<file path="src/rtl/power_manager_pkg.sv">
// Shared definitions for the car power front-end and the downstream
// mileage counter/display stage: FSM encodings and clock/tick constants.
package power_manager_pkg;

   typedef enum logic [1:0] {
      ST_OFF      = 2'd0,
      ST_ARM      = 2'd1,
      ST_ON       = 2'd2,
      ST_WAIT_REL = 2'd3
   } pm_state_e;

   localparam int CLK_HZ      = 100_000_000;
   // One-second tick period, shared with the mileage counter stage.
   localparam int TICK_CYCLES = CLK_HZ;

endpackage

</file>
<file path="src/rtl/power_manager_sync2.sv">
// Two-flop synchronizer for one asynchronous key/pedal input.
module power_manager_sync2 (
   input  logic clk,
   input  logic rst,
   input  logic d,
   output logic q
);

   logic meta_p0;

   always_ff @(posedge clk or negedge rst) begin
      if (!rst) begin
         meta_p0 <= 1'b0;
         q       <= 1'b0;
      end else begin
         meta_p0 <= d;
         q       <= meta_p0;
      end
   end

endmodule

</file>
<file path="src/rtl/power_manager.sv">
// Power/drive front-end: hold-to-power-up key, OFF/ARM/ON/WAIT_REL FSM,
// idle auto-off, and registered activate/moving for the mileage stage.
module power_manager
   import power_manager_pkg::*;
#(
   parameter int HOLD_CYCLES = 100_000_000,
   parameter int IDLE_CYCLES = 500_000_000
) (
   input  logic       clk,
   input  logic       rst,
   input  logic       power_on_btn,
   input  logic       power_off_btn,
   input  logic       throttle,
   input  logic       brake,
   input  logic       clutch,
   output logic       activate,
   output logic       moving,
   output logic [1:0] state,
   output logic       auto_off
);

   localparam int CNT_W = $clog2(IDLE_CYCLES + 1);
   localparam logic [CNT_W-1:0] HOLD_LAST = CNT_W'(HOLD_CYCLES - 1);
   localparam logic [CNT_W-1:0] IDLE_LAST = CNT_W'(IDLE_CYCLES - 1);

   logic on_s, off_s, thr_s, brk_s, clu_s;

   power_manager_sync2 u_sync_on  (.clk(clk), .rst(rst), .d(power_on_btn),  .q(on_s));
   power_manager_sync2 u_sync_off (.clk(clk), .rst(rst), .d(power_off_btn), .q(off_s));
   power_manager_sync2 u_sync_thr (.clk(clk), .rst(rst), .d(throttle),      .q(thr_s));
   power_manager_sync2 u_sync_brk (.clk(clk), .rst(rst), .d(brake),         .q(brk_s));
   power_manager_sync2 u_sync_clu (.clk(clk), .rst(rst), .d(clutch),        .q(clu_s));

   pm_state_e        state_q, next_state;
   logic [CNT_W-1:0] hold_cnt, hold_nxt;
   logic [CNT_W-1:0] idle_cnt, idle_nxt;
   logic             drive_req, next_moving, auto_nxt;

   assign drive_req = thr_s & ~brk_s & ~clu_s;

   always_comb begin
      next_state  = state_q;
      hold_nxt    = hold_cnt;
      idle_nxt    = idle_cnt;
      auto_nxt    = 1'b0;
      next_moving = 1'b0;
      case (state_q)
         ST_OFF: begin
            if (on_s) begin
               next_state = ST_ARM;
               hold_nxt   = CNT_W'(1);
            end
         end
         ST_ARM: begin
            if (!on_s) begin
               next_state = ST_OFF;
               hold_nxt   = '0;
            end else if (hold_cnt == HOLD_LAST) begin
               next_state = ST_ON;
               idle_nxt   = '0;
            end else begin
               hold_nxt = hold_cnt + CNT_W'(1);
            end
         end
         ST_ON: begin
            // Kill key outranks the idle timeout, so auto_off stays low then.
            if (off_s) begin
               next_state = ST_WAIT_REL;
            end else if ((idle_cnt == IDLE_LAST) && !drive_req) begin
               next_state = ST_WAIT_REL;
               auto_nxt   = 1'b1;
            end
            next_moving = (next_state == ST_ON) & drive_req;
            idle_nxt    = next_moving ? '0 : idle_cnt + CNT_W'(1);
         end
         ST_WAIT_REL: begin
            // Both keys must be released so a held key cannot re-arm.
            if (!on_s && !off_s) begin
               next_state = ST_OFF;
            end
         end
         default: next_state = ST_OFF;
      endcase
   end

   always_ff @(posedge clk or negedge rst) begin
      if (!rst) begin
         state_q  <= ST_OFF;
         hold_cnt <= '0;
         idle_cnt <= '0;
         activate <= 1'b0;
         moving   <= 1'b0;
         auto_off <= 1'b0;
      end else begin
         state_q  <= next_state;
         hold_cnt <= hold_nxt;
         idle_cnt <= idle_nxt;
         activate <= (next_state == ST_ON);
         moving   <= next_moving;
         auto_off <= auto_nxt;
      end
   end

   assign state = state_q;

endmodule
</file>
<file path="config.mk">
export PLATFORM = sky130hd
export DESIGN_NAME = power_manager
export DESIGN_NICKNAME = d
export VERILOG_FILES = /design/src/rtl/power_manager_pkg.sv /design/src/rtl/power_manager_sync2.sv /design/src/rtl/power_manager.sv
export SDC_FILE = /design/constraint.sdc
export NUM_CORES = 1
export LEC_CHECK = 0
export CAP_MARGIN = 20
export CORE_MARGIN = 4
export CORE_UTILIZATION = 55
export CTS_BUF_LIST = sky130_fd_sc_hd__clkbuf_16
export DETAILED_ROUTE_END_ITERATION = 6
export PLACE_DENSITY_LB_ADDON = 0.08
export SLEW_MARGIN = 20
export SYNTH_ARGS = -nofsm -noshare
export SYNTH_HDL_FRONTEND = slang
export SYNTH_SLANG_ARGS = --single-unit
</file>
<file path="constraint.sdc">
create_clock -name clk -period 2.75 [get_ports clk]
set_input_delay 0.55 -clock clk [delete_from_list [all_inputs] [get_ports clk]]
set_output_delay 0.55 -clock clk [all_outputs]
set_load 0.02 [all_outputs]
</file>
### Word level (Yosys, flattened, before mapping)

Cells that the tools add are included.

| cells by class | value |
|---|---|
| add/subtract/negate cells | 2 |
| equality and inequality tests | 11 |
| muxes and demuxes | 20 |
| bitwise gates (word level) | 5 |
| reductions and logical operators | 10 |

Operator list:

| kind | count |
|---|---|
| $mux 29 | 6 |
| $pmux 29 s2 | 2 |
| $add 29x1->29 const B | 2 |
| $eq 29x27->1 const B | 1 |
| $eq 29x29->1 const B | 1 |
| $mux 2 | 7 |
| $eq 2x2->1 const B | 4 |
| $pmux 2 s4 | 1 |
| $reduce_and 3->1 | 2 |
| $mux 1 | 4 |
| $ne 2x1->1 const B | 2 |
| $reduce_bool 2->1 | 2 |
| $and 1x1->1 | 3 |
| $logic_not 1->1 | 3 |
| $ne 3x3->1 const B | 1 |
| $eq 2x1->1 const B | 1 |
| $logic_and 1x1->1 | 2 |
| $logic_not 2->1 | 1 |
| $ne 2x2->1 const B | 1 |
| $not 1->1 | 2 |

| storage, ports and cells | value |
|---|---|
| register bits | 73 |
| bits of input ports | 7 |
| output and inout port bits | 5 |
| word-level logic and storage cells | 64 |

### Logic depth before layout (Yosys ltp)

| depth | value |
|---|---|
| depth in word-level cells | 12 |
| depth in mapped cells | 8 |
| depth with buffers taken out | 6 |

### By module

A second synthesis with hierarchy kept.

| unflattened totals | value |
|---|---|
| cell total of the unflattened synthesis | 415 |
| area total of the unflattened synthesis | 3797.4 µm² |

By module, submodules not included:

| module | times used | cells each | area each (µm²) | sequential area each (µm²) |
|---|---|---|---|---|
| power_manager | 1 | 405 | 3547.2 | 1576.5 |
| power_manager_sync2 | 5 | 2 | 50.0 | 50.0 |

### Worst setup path before layout

Ideal clock, no wire load.

| timing | value |
|---|---|
| path kind | register to register |
| from | register hold_cnt[17] |
| to | register idle_cnt[19] |
| library setup time | 0.119 ns |
| arrival time | 2.253 ns |
| required time | 2.631 ns |
| slack | 0.378 ns |
| cell stages (with the launch flop) | 9 |
| buffers on the path | 3 |
| period minus slack after synthesis | 2.372 ns |
| cell sequence | dfrtp_1 > or4_1 > or4_1 > buf_2 > o31a_1 > buf_2 > buf_6 > o21ai_1 > nand2_1 |

| on the way | value |
|---|---|
| longest elaborated chain between the ends | 3 |

RTL lines:

| item | RTL line | RTL |
|---|---|---|
| from (decl) | power_manager.sv:35 | `logic [CNT_W-1:0] hold_cnt, hold_nxt;` |
| from (signal assigned) | power_manager.sv:96 | `hold_cnt <= hold_nxt;` |
| $eq 29x27->1 | power_manager.sv:58 | `end else if (hold_cnt == HOLD_LAST) begin` |
| $ne 2x2->1 (no source line) | n/a |  |
| $reduce_and 3->1 (no source line) | n/a |  |
| to (signal assigned) | power_manager.sv:97 | `idle_cnt <= idle_nxt;` |
| to (decl) | power_manager.sv:36 | `logic [CNT_W-1:0] idle_cnt, idle_nxt;` |

No other way between the ends.
A chain may end at the register's enable or synchronous reset.

### Worst setup path in the final report

| timing | value |
|---|---|
| from | register hold_cnt[12] |
| to | register idle_cnt[7] |

Same word-level chain as after synthesis.

==> flow_metrics.py <==
metrics = {
    "yosys": {
        "postSynth.asyncResetShare": 1.00,
        "synthesis.nets": 436,
        "synth_edf_count": 0,
        "yosys.area.top_type": "dfrtp_1",
        "synth_area_leaders": "dfrtp_1, o21ai_0, nand3_1",
        "ys_ff_latch": 73,
        "yosysSeqAreaShare": 0.481,
        "yosys_warnings": 0,
        "netlist_area_mm2": 0.00380,
        "syn_area_per_cell_um2": 8.90,
        "synth_top_area_frac": 0.481,
        "synth_cell_types": 46,
        "yosys_most_used_dff": "dfrtp_1",
        "netlist_instances": 427,
    },
    "flow_run": {
        "drv_cap": 0,
    },
    "clock_tree": {
        "cts_setup_buffers": 0,
        "path_clk_slew_ns": 0.06,
        "clk_latency_ns": 0.34,
        "cts_tree": "yes",
        "cts.sinks": 73,
        "hold_buffers": 0,
        "root_buffer": "clkbuf_16",
        "h-tree-depth": 3,
        "clock_path_buffers": 2,
        "ctsResizeCount": 0,
        "cts_made_buffers": 9,
    },
    "setup_path": {
        "crit_start": "hold_cnt[12]",
        "worstPathMaxFanout": 29,
        "critPathKind": "reg -> reg",
        "endpoint_kind": "register",
        "r2r_slack_ns": 0.16,
        "crit_buf_inv": 1,
        "slowest_delay_ns": 0.62,
        "r2r_start": "hold_cnt[12]",
        "arrival_ns": 2.79,
        "start_kind": "register",
        "crit_family": "simple AND/OR/NAND/NOR gates",
        "cpMaxStageDelayCell": "or4_1",
        "worstPathRequired_ns": 2.95,
        "path_cells": "or4_1 -> or4_1 -> o31a_1 -> buf_4 -> o21ai_0 -> o21ai_0",
    },
    "power_and_ir_drop": {
        "p_total_mw": 2.36,
        "ir_drop_v": 0.000386,
        "p_leak_nw": 1.72,
        "powerDensity_mw_per_mm2": 549,
    },
    "die": {
        "die_area_mm2": 0.00830,
        "die_x_um": 91.1,
        "start_util": 0.562,
        "die_height_um": 91.1,
        "row_count": 30,
        "design.core.area_mm2": 0.00676,
        "ios": 12,
    },
    "timing": {
        "slew_headroom": 0.380,
        "tightest_slew_ns": 0.930,
        "finalCritPeriodShare": 0.941,
        "hold_viol": 0,
        "clock_skew_ns": 0.00666,
        "finalSetupViolCount": 0,
        "worst_slack_ns": 0.164,
        "rsz0062_at_grt": "no",
        "final.min_clock_period_ns": 2.59,
        "whs_ns": 0.344,
        "fmax_ghz": 0.387,
        "slew_viol_final": 0,
        "fin_tns_setup_ns": 0,
    },
    "route": {
        "via_per_inst": 6.43,
        "wl_um": 8870,
        "wl_per_cell_um": 17.1,
        "drt_iter0_drc": 211,
        "post-route-drc-count": 0,
        "route.vias.total": 3342,
        "antenna_left": 0,
        "dr.pass1.iters": 4,
    },
    "grt": {
        "antenna_found_initial": 0,
        "grt_pass1_wl_um": 15400,
        "grt.overflow.total": 0,
        "grt_pass1_vias": 3252,
        "gr-usage-all-layers": 0.231,
        "grt_max_degree": 74,
    },
    "placement": {
        "dpl.hpwl_um": 5660,
        "place.detailed.instances": 504,
        "place.gp.congestion": 0.821,
        "port_buffers": 11,
        "place_area_mm2": 0.00400,
        "pre_cts_ws_ns": 0.192,
    },
    "layout": {
        "syn_to_final_growth_pct": 12.9,
        "final_core_util": 0.635,
        "final_nets": 444,
        "fin_area_mm2": 0.00429,
        "layout-drive-gt1-share": 0.0795,
        "final-instance-count-excl-fill": 520,
        "diodes": 0,
    },
    "run_status": {
        "status": "finished clean",
    },
    "hold_path": {
        "hold_path.class": "in -> async",
    },
}
## cells by family (layout without fill, tap and decap cells)
| family | Yosys count | in the layout | share of synthesized area |
|---|---|---|---|
| AO/OA/AOI/OAI | 122 | 122 | 0.195 |
| XOR/XNOR | 8 | 8 | 0.0184 |
| adder cells (fa/ha/maj) | 2 | 2 | 0.00658 |
| buffers and inverters | 35 | 48 | 0.0379 |
| flip-flops | 73 | 73 | 0.481 |
| AND/OR/NAND/NOR | 187 | 187 | 0.261 |
## sequential cells by signal (all words and copies together) (netlist names)
name	count
activate	1
auto_off	1
hold_cnt	29
idle_cnt	29
moving	1
state	2
u_sync_brk.meta_p0	1
u_sync_brk.q	1
u_sync_clu.meta_p0	1
u_sync_clu.q	1
u_sync_off.meta_p0	1
u_sync_off.q	1
u_sync_on.meta_p0	1
u_sync_on.q	1
u_sync_thr.meta_p0	1
u_sync_thr.q	1
## synth_stat cells (all sizes together), types with 2 or more instances
master and instances:
or4 10, buf 5, nor4 10, o31ai 9, nand2b 2, nand2 32
nor3 22, xnor2 7, o31a 2, nand4 24, a22o 3, o211ai 3
nand3 31, ha 2, clkbuf 22, or2 2, inv 8, a21oi 23
nor2 27, or3 10, a211o 2, dfrtp 73, and3 6, o21ai 53
and2 2, a31oi 10, o211a 2, a41oi 10
## where the power goes
part	switching (mW)	internal, mW	leakage (nW)	total (mW)
registers	0.0132	1.09	0.992	1.10
logic	0.0543	0.0263	0.592	0.0806
clock network	0.476	0.700	0.137	1.18
total	0.543	1.81	1.72	2.36
## layout make-up
cell class	instances	area [um^2]
repair buffers	24	205
clock inverters	7	71.3
well taps	80	100
multi-input cells	319	1830
flip-flops and latches	73	1830
fillers	595	2460
clock buffers	9	225
inverters	8	30.0
## worst reg2reg max path, cell delays in order (launching register included)
cell and delay (ns):
dfrtp_1 0.42, or4_1 0.53, or4_1 0.62, o31a_1 0.35, buf_4 0.23, o21ai_0 0.20, o21ai_0 0.11
## path summary, 6_finish.rpt
path | end | depth (start not counted)
worst min register to register | u_sync_thr.q | 0
worst min-delay path | hold_cnt[23] | 1
max in group asynchronous | idle_cnt[19] | 1
worst max-delay path | idle_cnt[7] | 6
worst max register to register | idle_cnt[7] | 6
min in group clk | u_sync_thr.q | 0
## cells in the final DEF (no fill, tap or decap), types with 14 or more instances in the layout
master and instances:
dfrtp_1 73, buf_4 14, nand3_1 31, o21ai_0 47, a21oi_1 23, nand4_1 24, nor3_1 21, nor2_1 27
nand2_1 32
## layer usage
metal  track usage  vias up  share of wire
li1              -     1636              -
met1         0.308     1606           0.47
met4        0.0955        0          0.013
met2         0.364       86           0.47
met5             0        -              0
met3        0.0514       14          0.044
(Power assumes the default switching activity.)
